[src/rtl/vred_64.sv]
// vred_64: sequential horizontal byte-lane reducer (sum / max / min / extract).
// Collapses the byte lanes of {VX_hi, VX_lo} into one 32-bit scalar, one lane
// per clock, with a start/busy/done handshake.
// Optional feature macro: VRED_SIGNED_EN (two's-complement lanes when SGN=1).
// Handshake: start is sampled only in IDLE; busy is high in RUN and DONE;
// done is a one-cycle pulse during which Y/IDX are valid, and Y/IDX then hold
// until the next accepted operation reaches DONE.
module vred_64 #(
    parameter int LANES = 8
) (
    input  logic        clk,
    input  logic        reset,
    input  logic        start,
    input  logic [1:0]  OP,
    input  logic [2:0]  SEL,
    input  logic        SGN,
    input  logic [31:0] VX_hi,
    input  logic [31:0] VX_lo,
    output logic [31:0] Y,
    output logic [2:0]  IDX,
    output logic        busy,
    output logic        done,
    output logic [1:0]  dbg_state
);

`ifdef VRED_SIGNED_EN
    localparam logic SIGNED_EN = 1'b1;
`else
    localparam logic SIGNED_EN = 1'b0;
`endif

    localparam logic [2:0] LAST = 3'(LANES - 1);

    localparam logic [1:0] OP_SUM = 2'b00;
    localparam logic [1:0] OP_MAX = 2'b01;
    localparam logic [1:0] OP_MIN = 2'b10;
    localparam logic [1:0] OP_EXT = 2'b11;

    typedef enum logic [1:0] {
        S_IDLE = 2'd0,
        S_RUN  = 2'd1,
        S_DONE = 2'd2
    } state_t;

    state_t      state;
    state_t      state_next;

    // Operands captured at start; later input changes are ignored.
    logic [1:0]  op_r;
    logic [2:0]  sel_r;
    logic        sgn_r;
    logic [63:0] vec_r;

    logic [2:0]  cnt;
    logic [10:0] acc;
    logic [2:0]  idx_r;

    logic        sgn_eff;
    logic        sgn_in_eff;
    logic [7:0]  lane_raw;
    logic [10:0] lane_ext;
    logic [10:0] lane0_ext;
    logic [10:0] acc_next;
    logic [2:0]  idx_next;
    logic [31:0] res_y;

    // SGN only matters when the signed feature is built in.
    assign sgn_eff    = sgn_r & SIGNED_EN;
    assign sgn_in_eff = SGN & SIGNED_EN;

    assign busy      = (state != S_IDLE);
    assign done      = (state == S_DONE);
    assign dbg_state = state;

    // State register.
    always_ff @(posedge clk) begin
        if (reset) begin
            state <= S_IDLE;
        end else begin
            state <= state_next;
        end
    end

    // Next-state logic.
    always_comb begin
        state_next = state;
        case (state)
            S_IDLE:  if (start) state_next = S_RUN;
            S_RUN:   if (cnt == LAST) state_next = S_DONE;
            S_DONE:  state_next = S_IDLE;
            default: state_next = S_IDLE;
        endcase
    end

    // Current lane, widened to the 11-bit accumulator width.
    always_comb begin
        lane_raw  = vec_r[{cnt, 3'b000} +: 8];
        lane_ext  = sgn_eff ? {{3{lane_raw[7]}}, lane_raw} : {3'b000, lane_raw};
        lane0_ext = sgn_in_eff ? {{3{VX_lo[7]}}, VX_lo[7:0]} : {3'b000, VX_lo[7:0]};
    end

    // One reduction step; comparisons are strict so ties keep the lowest lane.
    always_comb begin
        acc_next = acc;
        idx_next = idx_r;
        case (op_r)
            OP_SUM: begin
                acc_next = acc + lane_ext;
                idx_next = 3'd0;
            end
            OP_MAX: begin
                if ($signed(lane_ext) > $signed(acc)) begin
                    acc_next = lane_ext;
                    idx_next = cnt;
                end
            end
            OP_MIN: begin
                if ($signed(lane_ext) < $signed(acc)) begin
                    acc_next = lane_ext;
                    idx_next = cnt;
                end
            end
            default: begin
                if (cnt == sel_r) acc_next = lane_ext;
                idx_next = sel_r;
            end
        endcase
    end

    // Final scalar: extend the 11-bit accumulator; an out-of-range extract is 0.
    always_comb begin
        res_y = sgn_eff ? {{21{acc_next[10]}}, acc_next} : {21'd0, acc_next};
        if ((op_r == OP_EXT) && (sel_r > LAST)) res_y = 32'd0;
    end

    // Capture, per-lane accumulation and result registers.
    always_ff @(posedge clk) begin
        if (reset) begin
            op_r  <= 2'd0;
            sel_r <= 3'd0;
            sgn_r <= 1'b0;
            vec_r <= 64'd0;
            cnt   <= 3'd0;
            acc   <= 11'd0;
            idx_r <= 3'd0;
            Y     <= 32'd0;
            IDX   <= 3'd0;
        end else begin
            case (state)
                S_IDLE: begin
                    if (start) begin
                        op_r  <= OP;
                        sel_r <= SEL;
                        sgn_r <= SGN;
                        vec_r <= {VX_hi, VX_lo};
                        cnt   <= 3'd0;
                        acc   <= (OP == OP_SUM) ? 11'd0 : lane0_ext;
                        idx_r <= 3'd0;
                    end
                end
                S_RUN: begin
                    acc   <= acc_next;
                    idx_r <= idx_next;
                    cnt   <= cnt + 3'd1;
                    if (cnt == LAST) begin
                        Y   <= res_y;
                        IDX <= idx_next;
                    end
                end
                default: begin
                end
            endcase
        end
    end

endmodule
[config.mk]
export PLATFORM = sky130hd
export DESIGN_NAME = vred_64
export DESIGN_NICKNAME = d
export VERILOG_FILES = /design/src/rtl/vred_64.sv
export SDC_FILE = /design/constraint.sdc
export NUM_CORES = 1
export LEC_CHECK = 0
export ABC_CLOCK_PERIOD_IN_PS = 5800
export CAP_MARGIN = 40
export CORE_MARGIN = 1
export CORE_UTILIZATION = 56
export DETAILED_ROUTE_END_ITERATION = 10
export PLACE_DENSITY = 0.87
export SLEW_MARGIN = 20
export SYNTH_ARGS = -nofsm -noshare
export SYNTH_HDL_FRONTEND = slang
export SYNTH_SLANG_ARGS = --single-unit
[constraint.sdc]
create_clock -name clk -period 5.8 [get_ports clk]
set_input_delay 1.45 -clock clk [delete_from_list [all_inputs] [get_ports clk]]
set_output_delay 1.45 -clock clk [all_outputs]
set_load 0.01 [all_outputs]
# Yosys cells after proc, flatten, opt, wreduce, memory -nomap -nowiden
# Index checks and enable logic that the tools add are counted.
[classes]
add_sub_neg = 2
mul = 0
n_div = 0
n_lt_le_gt_ge = 3
n_eq_ne = 9
n_shift = 1
mux = 17
n_bitwise = 0
reduce_logical = 10
[op_table]
columns = ["operator", "n"]
rows = [
  ["$shiftx A64 B7 Y8", 1],
  ["$mux W11", 5],
  ["$pmux W11 S3", 1],
  ["$pmux W11 S2", 1],
  ["$pmux W3 S2", 2],
  ["$add A11 B8 Y11", 1],
  ["$gt A9 B11 Y1", 1],
  ["$lt A9 B11 Y1", 1],
  ["$mux W3", 3],
  ["$pmux W3 S3", 1],
  ["$mux W8", 1],
  ["$reduce_and A2 Y1", 4],
  ["$eq A2 B2 Y1 const B", 3],
  ["$logic_not A2 Y1", 3],
  ["$eq A2 B1 Y1 const B", 2],
  ["$mux W2", 2],
  ["$ne A2 B2 Y1 const B", 2],
  ["$pmux W2 S2", 1],
  ["$reduce_bool A2 Y1", 2],
  ["$add A3 B1 Y3 const B", 1],
  ["$eq A3 B3 Y1", 1],
  ["$eq A3 B3 Y1 const B", 1],
  ["$gt A3 B3 Y1 const B", 1],
  ["$logic_and A1 B1 Y1", 1],
]
[word_totals]
register_bits = 123
latch_bits = 0
ramBits = 0
mem_bits_ro = 0
in_bits = 73
out_inout_bits = 39
word_cells = 51
mem_count = 0

# Longest topological paths before layout
# Gate-level depths: netlist of the first run.
[logic_depth]
depth_word = 5
ltp_mapped = 18
depth_no_buf = 16

# Least setup slack after synthesis of the first run
# Ideal clock, no wire load.
[synth_path]
path_kind = "register -> register"
from = "reg cnt[0]"
to = "reg acc[3]"
setup_ns = 0.079
arrival_ns = 3.724
required_ns = 5.721
setup_slack_ns = 1.996
path_stages_with_launch = 16
n_path_buf = 2
synth_period_minus_slack_ns = 3.804
cell_sequence = "dfxtp_1 -> buf_2 -> buf_2 -> mux4_2 -> mux2i_1 -> inv_1 -> ha_1 -> inv_1 -> o31ai_1 -> a21oi_1 -> ha_1 -> inv_1 -> nor3_1 -> a211oi_4 -> o221a_2 -> a211oi_2"
[synth_via]
elab_chain_len = 5
word_cells_on_any_way = 10
cone_classes = "add/sub: 1; order compare: 2; eq/ne: 1; shift: 1; mux: 5"
[synth_rtl]
columns = ["element", "line", "text"]
rows = [
  ["start: declaration", "54", "logic [2:0] cnt;"],
  ["start signal: assignment", "164", "cnt <= cnt + 3'd1;"],
  ["$shiftx A64 B7 Y8", "97", "lane_raw = vec_r[{cnt, 3'b000} +: 8];"],
  ["$lt A9 B11 Y1 or $gt A9 B11 Y1 (tied branches)", "118, 112", ""],
  ["$mux W11, on equally long branches", "118, 112", ""],
  ["$pmux W11 S3 *", "106", "case (op_r)"],
  ["$pmux W11 S2 *", "149", "case (state)"],
  ["end signal: assignment", "157", "acc <= (OP == OP_SUM) ? 11'd0 : lane0_ext;"],
  ["end signal: assignment", "162", "acc <= acc_next;"],
  ["end: declaration", "55", "logic [10:0] acc;"],
]
# Every way passes the cells marked *; elsewhere a longest branch is shown, timed or not.
# A chain may end at the register's enable or synchronous reset.

# Worst setup path after layout of the first run
[layout_path]
from = "reg cnt[1]"
to = "reg Y[5]"
[layout_via]
elab_chain_len = 5
word_cells_on_any_way = 12
cone_classes = "add/sub: 1; order compare: 2; eq/ne: 2; shift: 1; mux: 5; reduce/logical: 1"
[layout_rtl]
columns = ["element", "line", "text"]
rows = [
  ["$shiftx A64 B7 Y8", "97", ""],
  ["$lt A9 B11 Y1 or $gt A9 B11 Y1 (tied branches)", "118, 112", ""],
  ["$mux W11, on equally long branches", "118, 112", ""],
  ["$pmux W11 S3", "106", ""],
  ["$mux W11", "133", "if ((op_r == OP_EXT) && (sel_r > LAST)) res_y = 32'd0;"],
  ["end signal: assignment", "166", "Y <= res_y;"],
  ["end: declaration", "19", "output logic [31:0] Y,"],
]
# Several ways; a longest one is shown, not always the timed one.

==> flow_results.xml, run 1 <==
<?xml version="1.0" encoding="UTF-8"?>
<metrics>
  <group name="global_routing">
    <metric name="grt_max_degree" unit="">89</metric>
    <metric name="globalRoute.totalOverflow" unit="">0</metric>
    <metric name="antenna_found_initial" unit="">0</metric>
    <metric name="number_of_global_route_vias_before_repair" unit="">4789</metric>
    <metric name="grt_first_pass_wirelength" unit="µm">23100</metric>
    <metric name="globalRouteTotalUtil" unit="%">29.3</metric>
  </group>
  <group name="cts">
    <metric name="cts-buffers-inserted" unit="">9</metric>
    <metric name="cts_num_sinks" unit="">102</metric>
    <metric name="cts_hold_buf" unit="">0</metric>
    <metric name="cts_setup_buffers" unit="">0</metric>
    <metric name="path_clk_slew" unit="ns">0.11</metric>
    <metric name="insertion_delay" unit="ns">0.37</metric>
    <metric name="htreeDepth" unit="">3</metric>
    <metric name="tritoncts_clock_tree" unit="">built</metric>
    <metric name="root_buffer" unit="">clkbuf_8</metric>
    <metric name="postCtsResizedCells" unit="">0</metric>
    <metric name="max_root_sink_buffers" unit="">2</metric>
  </group>
  <group name="sta">
    <metric name="max_slew.worst_pin.slew" unit="ns">0.833</metric>
    <metric name="grt_setup_unrepaired" unit="">no</metric>
    <metric name="worst_slew_margin_rel" unit="%">44.3</metric>
    <metric name="slew_viol_final" unit="">0</metric>
    <metric name="timing.hold.ws" unit="ns">0.458</metric>
    <metric name="share_of_the_clock_period_used_by_the_worst_path_after_layout" unit="%">80.9</metric>
    <metric name="fmaxAchievable" unit="MHz">213</metric>
    <metric name="fin_worst_skew" unit="ns">0.0126</metric>
    <metric name="finalHoldViolCount" unit="">0</metric>
    <metric name="setup_violations" unit="">0</metric>
    <metric name="final.min_clock_period" unit="ns">4.69</metric>
    <metric name="final.setup.tns" unit="ns">0</metric>
  </group>
  <group name="setup_path">
    <metric name="cpMaxStageDelayCell" unit="">dfxtp_1</metric>
    <metric name="timing.critical_path.required" unit="ns">6.04</metric>
    <metric name="worstSetupStartpointType" unit="">flip-flop</metric>
    <metric name="crit_chain" unit="">mux4_2 &gt; mux2_2 &gt; ha_1 &gt; nor2b_1 &gt; o21ai_0 &gt; nand2b_1 &gt; a21oi_1 &gt; o31ai_1 &gt; a21oi_1 &gt; ha_1 &gt; inv_1 &gt; o21ai_0 &gt; o22ai_4 &gt; a221oi_2 &gt; a21oi_1</metric>
    <metric name="timing.reg2reg.setup_slack" unit="ns">1.11</metric>
    <metric name="arrival" unit="ns">4.93</metric>
    <metric name="cp_common_cell" unit="">a21oi_1</metric>
    <metric name="timing_worst_setup_path_type" unit="">flip-flop to flip-flop</metric>
    <metric name="critical_path.n_buffers_inverters" unit="">1</metric>
    <metric name="rr_endpoint" unit="">Y[5]</metric>
    <metric name="worst_r2r_startpoint" unit="">cnt[1]</metric>
    <metric name="cp_slowest_stage_delay" unit="ns">0.86</metric>
    <metric name="r2r_cells" unit="">15</metric>
    <metric name="critPathMaxFanout" unit="">13</metric>
    <metric name="worstSetupEndpointType" unit="">flip-flop</metric>
    <metric name="cpLargestDelayFamily" unit="">compound AO/OA/AOI/OAI gates</metric>
  </group>
  <group name="floorplan">
    <metric name="std_cell_rows" unit="">35</metric>
    <metric name="start_util" unit="%">58.0</metric>
    <metric name="total_die_area" unit="mm²">0.0100</metric>
    <metric name="fp.dieW" unit="µm">100</metric>
    <metric name="io_pins" unit="">112</metric>
    <metric name="dieHeight" unit="µm">100</metric>
    <metric name="placeableCoreArea" unit="mm²">0.00928</metric>
  </group>
  <group name="detailed_routing">
    <metric name="pre_repair_dr_iteration_count" unit="">7</metric>
    <metric name="drt-wirelength-per-cell" unit="µm">16.5</metric>
    <metric name="vias" unit="">4860</metric>
    <metric name="route.antenna.remaining_nets" unit="">0</metric>
    <metric name="drt_iter0_drc" unit="">490</metric>
    <metric name="vias_per_cell" unit="">5.71</metric>
    <metric name="drc" unit="">0</metric>
    <metric name="route.final.wire_length" unit="µm">14000</metric>
  </group>
  <group name="run">
    <metric name="maxCapViolations" unit="">0</metric>
  </group>
  <group name="layout">
    <metric name="insertedDiodeCount" unit="">0</metric>
    <metric name="seqCellArea" unit="mm²">0.00204</metric>
    <metric name="final_nets" unit="">810</metric>
    <metric name="post_route_cells_drive_above_1_share" unit="%">8.45</metric>
    <metric name="layout.cells.most_common_list" unit="">nand2_1 (155), a21oi_1 (103), dfxtp_1 (102)</metric>
    <metric name="layout_commonest_cell" unit="">nand2_1</metric>
    <metric name="multi_input_logic_area" unit="mm²">0.00299</metric>
    <metric name="flow.area_growth_from_synthesis" unit="%">20.3</metric>
    <metric name="num-fill-cells" unit="">706</metric>
  </group>
  <group name="hold_path">
    <metric name="hold_start" unit="">vec_r[50]</metric>
    <metric name="worst_hold_path.num_cells" unit="">2</metric>
    <metric name="min_to" unit="">vec_r[50]</metric>
    <metric name="timing.hold.worst.class" unit="">flip-flop to flip-flop</metric>
  </group>
  <group name="yosys">
    <metric name="synth_cell_type_count" unit="">62</metric>
    <metric name="netlist_area" unit="mm²">0.00539</metric>
    <metric name="post-synth-top-area-cell" unit="">dfxtp_1</metric>
    <metric name="synth.area.top_cells" unit="">dfxtp_1 (38%), nand2_1 (11%), a21oi_1 (9.6%)</metric>
    <metric name="post-synth-top-area-fraction" unit="%">37.9</metric>
    <metric name="synth.yosys.seq_area_share" unit="%">37.9</metric>
    <metric name="post_synth_inst_count" unit="">651</metric>
    <metric name="ys_seq_elements" unit="">102</metric>
    <metric name="synth_top_flop_cell" unit="">dfxtp_1</metric>
    <metric name="postSynth.asyncResetShare" unit="%">0</metric>
    <metric name="synth-edff-count" unit="">0</metric>
    <metric name="synthesis.yosys.warnings" unit="">0</metric>
    <metric name="syn_avg_cell_area" unit="µm²">8.27</metric>
  </group>
  <group name="power_and_ir_drop">
    <metric name="comb_power_share" unit="%">23.1</metric>
    <metric name="total_switching_power" unit="µW">509</metric>
    <metric name="p_leak" unit="nW">2.54</metric>
    <metric name="power.density_cell_area" unit="mW/mm²">250</metric>
    <metric name="switching_share" unit="%">31.5</metric>
    <metric name="intPower" unit="mW">1.11</metric>
    <metric name="power.clock.fraction" unit="%">29.5</metric>
    <metric name="sequentialPowerShare" unit="%">47.4</metric>
    <metric name="power.ir.vdd_worst" unit="mV">0.145</metric>
  </group>
  <group name="placement">
    <metric name="port_buffers" unit="">89</metric>
    <metric name="place_congestion" unit="">0.905</metric>
    <metric name="detailedPlacementHpwl" unit="µm">9900</metric>
  </group>
  <group name="run_status">
    <metric name="run_status" unit="">complete, no violations</metric>
  </group>
</metrics>
[Yosys cell counts (7+ instances only)]
cell type,count
buf_4,21
ha_1,19
o21ai_0,24
dfxtp_1,102
nor3_1,7
inv_1,24
nor2_1,23
clkbuf_1,28
a211oi_1,7
mux4_2,16
a21oi_1,103
nand2_1,156
mux2i_1,9
buf_1,7
[routing by layer]
metal | track usage, % | up-vias | wire length, µm
met3 | 4.87 | 30 | 850
met4 | 11.7 | 0 | 314
met2 | 48.1 | 187 | 6870
li1 | - | 2350 | -
met1 | 38.6 | 2293 | 5980
met5 | 0 | - | 0
[power groups by stage]
stage,Clock (mW),Sequential (mW),Combinational (mW)
finish,0.478,0.768,0.374
global route,0.515,0.773,0.410
CTS,0.484,0.768,0.366
detailed placement,0,0.784,0.365
global placement,0,0.780,0.354
floorplan,0,0.771,0.266
[registers in the layout, indices dropped and copies added (netlist names)]
register / flops
sel_r: 3
IDX: 3
cnt: 3
idx_r: 3
vec_r: 64
acc: 11
op_r: 2
Y: 11
dbg_state: 2
[how the worst max path moves through the flow]
stage,slack (ns),endpoint,start,cells after the start
floorplan,2.00,acc[3],cnt[0],15
global placement,1.23,acc[4],cnt[1],16
detailed placement,1.12,acc[5],cnt[1],16
CTS,1.08,acc[5],cnt[1],16
global route,0.68,Y[7],cnt[1],16
finish,1.11,Y[5],cnt[1],15
[per-stage QoR]
step	instances	utilization [%]	total power [mW]	cell area, µm²	worst slack [ns]
finish	851	69.8	1.62	6480	1.11
global route	851	69.8	1.70	6480	0.679
CTS	849	69.4	1.62	6440	1.08
detailed placement	833	67.1	1.15	6230	1.12
global placement	831	67.0	1.13	6220	1.23
floorplan	671	-	1.04	5460	2.00
[cell families (layout without fill, tap and decap cells)]
group	after synthesis	after routing	synth area share [%]
and+or+nand+nor	220	220	17.2
AOI/OAI and AO/OA	182	182	21.4
DFF	102	102	37.9
buffers and inverters	88	139	8.01
muxes	29	29	9.20
adders and majority gates	20	20	4.79
xor gates and xnor gates	9	9	1.46
other	1	21	0.0696
[worst register-to-register path: stages, from the launching register on]
cell and delay, ns:
dfxtp_1 0.86, mux4_2 0.62, mux2_2 0.33, ha_1 0.34, nor2b_1 0.14, o21ai_0 0.08
nand2b_1 0.10, a21oi_1 0.07, o31ai_1 0.24, a21oi_1 0.13, ha_1 0.41, inv_1 0.11
o21ai_0 0.34, o22ai_4 0.20, a221oi_2 0.47, a21oi_1 0.13
[final cells by class]
class | instances | share of cell area [%]
clock buffers | 9 | 1.91
repair buffers | 99 | 15.2
well taps | 129 | 2.49
flip-flops and latches | 102 | 31.5
clock inverters | 7 | 1.35
multi-input cells | 481 | 46.1
inverters | 24 | 1.39
Note: power is estimated with default switching activity, not from simulation.
==> run 2, diff against run 1 <==
--- a/config.mk
+++ b/config.mk
@@ -5,12 +5,12 @@
 export SDC_FILE = /design/constraint.sdc
 export NUM_CORES = 1
 export LEC_CHECK = 0
-export ABC_CLOCK_PERIOD_IN_PS = 5800
+export ABC_CLOCK_PERIOD_IN_PS = 4600
 export CAP_MARGIN = 40
 export CORE_MARGIN = 1
-export CORE_UTILIZATION = 56
+export CORE_UTILIZATION = 52
 export DETAILED_ROUTE_END_ITERATION = 10
-export PLACE_DENSITY = 0.87
+export PLACE_DENSITY = 0.82
 export SLEW_MARGIN = 20
 export SYNTH_ARGS = -nofsm -noshare
 export SYNTH_HDL_FRONTEND = slang
==> constraint.sdc (replaced) <==
create_clock -name clk -period 4.6 [get_ports clk]
set_input_delay 1.15 -clock clk [delete_from_list [all_inputs] [get_ports clk]]
set_output_delay 1.15 -clock clk [all_outputs]
set_load 0.01 [all_outputs]
==> flow_results.xml, run 2 (synthesized netlist as in run 1, its figures left out) <==
<?xml version="1.0" encoding="UTF-8"?>
<metrics>
  <group name="layout">
    <metric name="largest_reg_flops" unit="">64</metric>
    <metric name="register_with_the_most_flip_flops" unit="">vec_r</metric>
    <metric name="final_nets" unit="">813</metric>
    <metric name="layout.cells.most_common_list" unit="">nand2_1 (155), a21oi_1 (103), dfxtp_1 (101)</metric>
    <metric name="insertedDiodeCount" unit="">0</metric>
    <metric name="fin_cells" unit="">858</metric>
    <metric name="num-fill-cells" unit="">803</metric>
    <metric name="post_route_cells_drive_above_1_share" unit="%">8.97</metric>
    <metric name="flow.area_growth_from_synthesis" unit="%">20.9</metric>
    <metric name="layout_commonest_cell" unit="">nand2_1</metric>
    <metric name="design_area" unit="mm²">0.00651</metric>
    <metric name="largestRegisters" unit="">vec_r: 64 flops, Y: 11 flops, acc: 11 flops</metric>
  </group>
  <group name="cts">
    <metric name="insertion_delay" unit="ns">0.38</metric>
    <metric name="cts-buffers-inserted" unit="">9</metric>
    <metric name="max_root_sink_buffers" unit="">2</metric>
    <metric name="path_clk_slew" unit="ns">0.10</metric>
    <metric name="cts_hold_buf" unit="">0</metric>
    <metric name="tritoncts_clock_tree" unit="">built</metric>
    <metric name="cts_num_sinks" unit="">102</metric>
    <metric name="htreeDepth" unit="">3</metric>
    <metric name="root_buffer" unit="">clkbuf_8</metric>
  </group>
  <group name="floorplan">
    <metric name="std_cell_rows" unit="">36</metric>
    <metric name="total_die_area" unit="mm²">0.0108</metric>
    <metric name="dieHeight" unit="µm">104</metric>
    <metric name="start_util" unit="%">54.4</metric>
    <metric name="placeableCoreArea" unit="mm²">0.00991</metric>
    <metric name="io_pins" unit="">112</metric>
    <metric name="fp.dieW" unit="µm">104</metric>
  </group>
  <group name="detailed_routing">
    <metric name="pre_repair_dr_iteration_count" unit="">5</metric>
    <metric name="route.antenna.remaining_nets" unit="">0</metric>
    <metric name="route.met3.wl" unit="µm">903</metric>
    <metric name="drc" unit="">0</metric>
    <metric name="vias_per_cell" unit="">5.65</metric>
    <metric name="route.final.wire_length" unit="µm">13600</metric>
    <metric name="dr_wl_met2" unit="µm">6480</metric>
    <metric name="maxUsedRoutingLayer" unit="">met4</metric>
    <metric name="drt_iter0_drc" unit="">323</metric>
    <metric name="wl_met1" unit="µm">5840</metric>
    <metric name="vias" unit="">4851</metric>
    <metric name="drt-wirelength-per-cell" unit="µm">15.9</metric>
  </group>
  <group name="global_routing">
    <metric name="antenna_found_initial" unit="">0</metric>
    <metric name="grt_max_degree" unit="">89</metric>
    <metric name="globalRouteTotalUtil" unit="%">25.9</metric>
    <metric name="globalRoute.totalOverflow" unit="">0</metric>
    <metric name="grt_first_pass_wirelength" unit="µm">22500</metric>
    <metric name="number_of_global_route_vias_before_repair" unit="">4670</metric>
  </group>
  <group name="setup_path">
    <metric name="critical_path.n_buffers_inverters" unit="">2</metric>
    <metric name="cpMaxStageDelayCell" unit="">dfxtp_1</metric>
    <metric name="critPathMaxFanout" unit="">11</metric>
    <metric name="worstSetupStartpointType" unit="">flip-flop</metric>
    <metric name="worstSetupEndpointType" unit="">flip-flop</metric>
    <metric name="timing.critical_path.required" unit="ns">4.81</metric>
    <metric name="timing.reg2reg.setup_slack" unit="ns">0.22</metric>
    <metric name="cpLargestDelayFamily" unit="">compound AO/OA/AOI/OAI gates</metric>
    <metric name="timing_worst_setup_path_type" unit="">flip-flop to flip-flop</metric>
    <metric name="cp_slowest_stage_delay" unit="ns">0.65</metric>
    <metric name="crit_chain" unit="">mux4_2 &gt; mux2_2 &gt; ha_1 &gt; nor2b_1 &gt; o21ai_0 &gt; nand2b_1 &gt; a21oi_1 &gt; o31ai_1 &gt; a21oi_1 &gt; ha_1 &gt; inv_1 &gt; nor3_1 &gt; buf_4 &gt; a211oi_4 &gt; nor2_1 &gt; a221oi_2 &gt; a211oi_1</metric>
    <metric name="arrival" unit="ns">4.59</metric>
  </group>
  <group name="run">
    <metric name="maxCapViolations" unit="">0</metric>
  </group>
  <group name="placement">
    <metric name="place_congestion" unit="">0.928</metric>
    <metric name="postPlaceCellArea" unit="mm²">0.00628</metric>
    <metric name="placedCellCount" unit="">841</metric>
    <metric name="detailedPlacementHpwl" unit="µm">9790</metric>
    <metric name="port_buffers" unit="">89</metric>
  </group>
  <group name="run_status">
    <metric name="run_status" unit="">complete, no violations</metric>
  </group>
  <group name="sta">
    <metric name="max_slew.worst_pin.slew" unit="ns">0.845</metric>
    <metric name="final.setup.tns" unit="ns">0</metric>
    <metric name="worst_slew_margin_rel" unit="%">43.6</metric>
    <metric name="share_of_the_clock_period_used_by_the_worst_path_after_layout" unit="%">95.2</metric>
    <metric name="fmaxAchievable" unit="MHz">228</metric>
    <metric name="grt_setup_unrepaired" unit="">no</metric>
    <metric name="setup_violations" unit="">0</metric>
    <metric name="finalHoldViolCount" unit="">0</metric>
    <metric name="slew_viol_final" unit="">0</metric>
    <metric name="final.min_clock_period" unit="ns">4.38</metric>
    <metric name="fin_worst_skew" unit="ns">0.0143</metric>
  </group>
  <group name="power_and_ir_drop">
    <metric name="power.density_cell_area" unit="mW/mm²">312</metric>
    <metric name="p_leak" unit="nW">2.55</metric>
    <metric name="design_power_total" unit="mW">2.03</metric>
    <metric name="power.ir.vdd_worst" unit="mV">0.181</metric>
  </group>
  <group name="hold_path">
    <metric name="timing.hold.worst.class" unit="">flip-flop to flip-flop</metric>
  </group>
</metrics>
[run 2: cell types whose count changed in the layout (fill, tap and decap cells not counted), sizes merged]
cell      before  now
clkinvlp       0    1
buf           11   14
inv           27   26
[run 2: worst register-to-register path, stage by stage, from the launching register on]
cell and delay (ns):
dfxtp_1 0.65, mux4_2 0.41, mux2_2 0.33, ha_1 0.34, nor2b_1 0.15, o21ai_0 0.20
nand2b_1 0.10, a21oi_1 0.18, o31ai_1 0.09, a21oi_1 0.15, ha_1 0.31, inv_1 0.15
nor3_1 0.06, buf_4 0.17, a211oi_4 0.38, nor2_1 0.09, a221oi_2 0.33, a211oi_1 0.13
[run 2: per-stage QoR]
step / hold slack, ns / setup WS [ns] / utilization [%]
after global routing: 0.477 / 0.0377 / 65.7
after CTS: 0.458 / 0.154 / 65.4
after floorplan: 0.433 / 0.796 / -
final: 0.458 / 0.219 / 65.7
after global placement: 0.440 / 0.299 / 63.2
after detailed placement: 0.444 / 0.174 / 63.3
[run 2: cell type report]
cell class	instances	area, µm²	share of cell area (%)
multi-input combinational	481	2990	45.9
sequential	102	2040	31.4
timing repair buffer	102	1010	15.6
tap	133	166	2.56
clock buffer	9	124	1.90
inverter	24	90.1	1.38
clock inverter	7	82.6	1.27
[run 2: timing repair]
action | in CTS | in global routing
setup endpoints to repair | 0 | 10
buffers inserted | 0 | 0
gates resized for setup | 0 | 1
[run 2: metal layers]
layer | track usage [%] | vias up
met5 | 0 | -
met4 | 11.4 | 0
met3 | 4.09 | 28
met2 | 42.5 | 198
met1 | 33.8 | 2273
li1 | - | 2352
[run 2: path summary, 6_finish.rpt]
check / startpoint / cells past startpoint / end
worst max-delay path: cnt[2] / 17 / acc[5]
worst min-delay path: vec_r[43] / 2 / vec_r[43]
worst max register to register: cnt[2] / 17 / acc[5]
worst min register to register: vec_r[43] / 2 / vec_r[43]
[run 2: power breakdown]
part / total (mW) / switching (mW) / internal (mW)
Clock: 0.595 / 0.334 / 0.260
Combinational: 0.473 / 0.265 / 0.208
Sequential: 0.967 / 0.0373 / 0.930
==> run 3, diff against run 2 <==
--- a/config.mk
+++ b/config.mk
@@ -9,6 +9,7 @@
 export CAP_MARGIN = 40
 export CORE_MARGIN = 1
 export CORE_UTILIZATION = 52
+export CTS_CLUSTER_DIAMETER = 30
 export DETAILED_ROUTE_END_ITERATION = 10
 export PLACE_DENSITY = 0.82
 export SLEW_MARGIN = 20
==> results of run 3 <==
No change in the layout: final DEF, timing and power equal those of run 2.
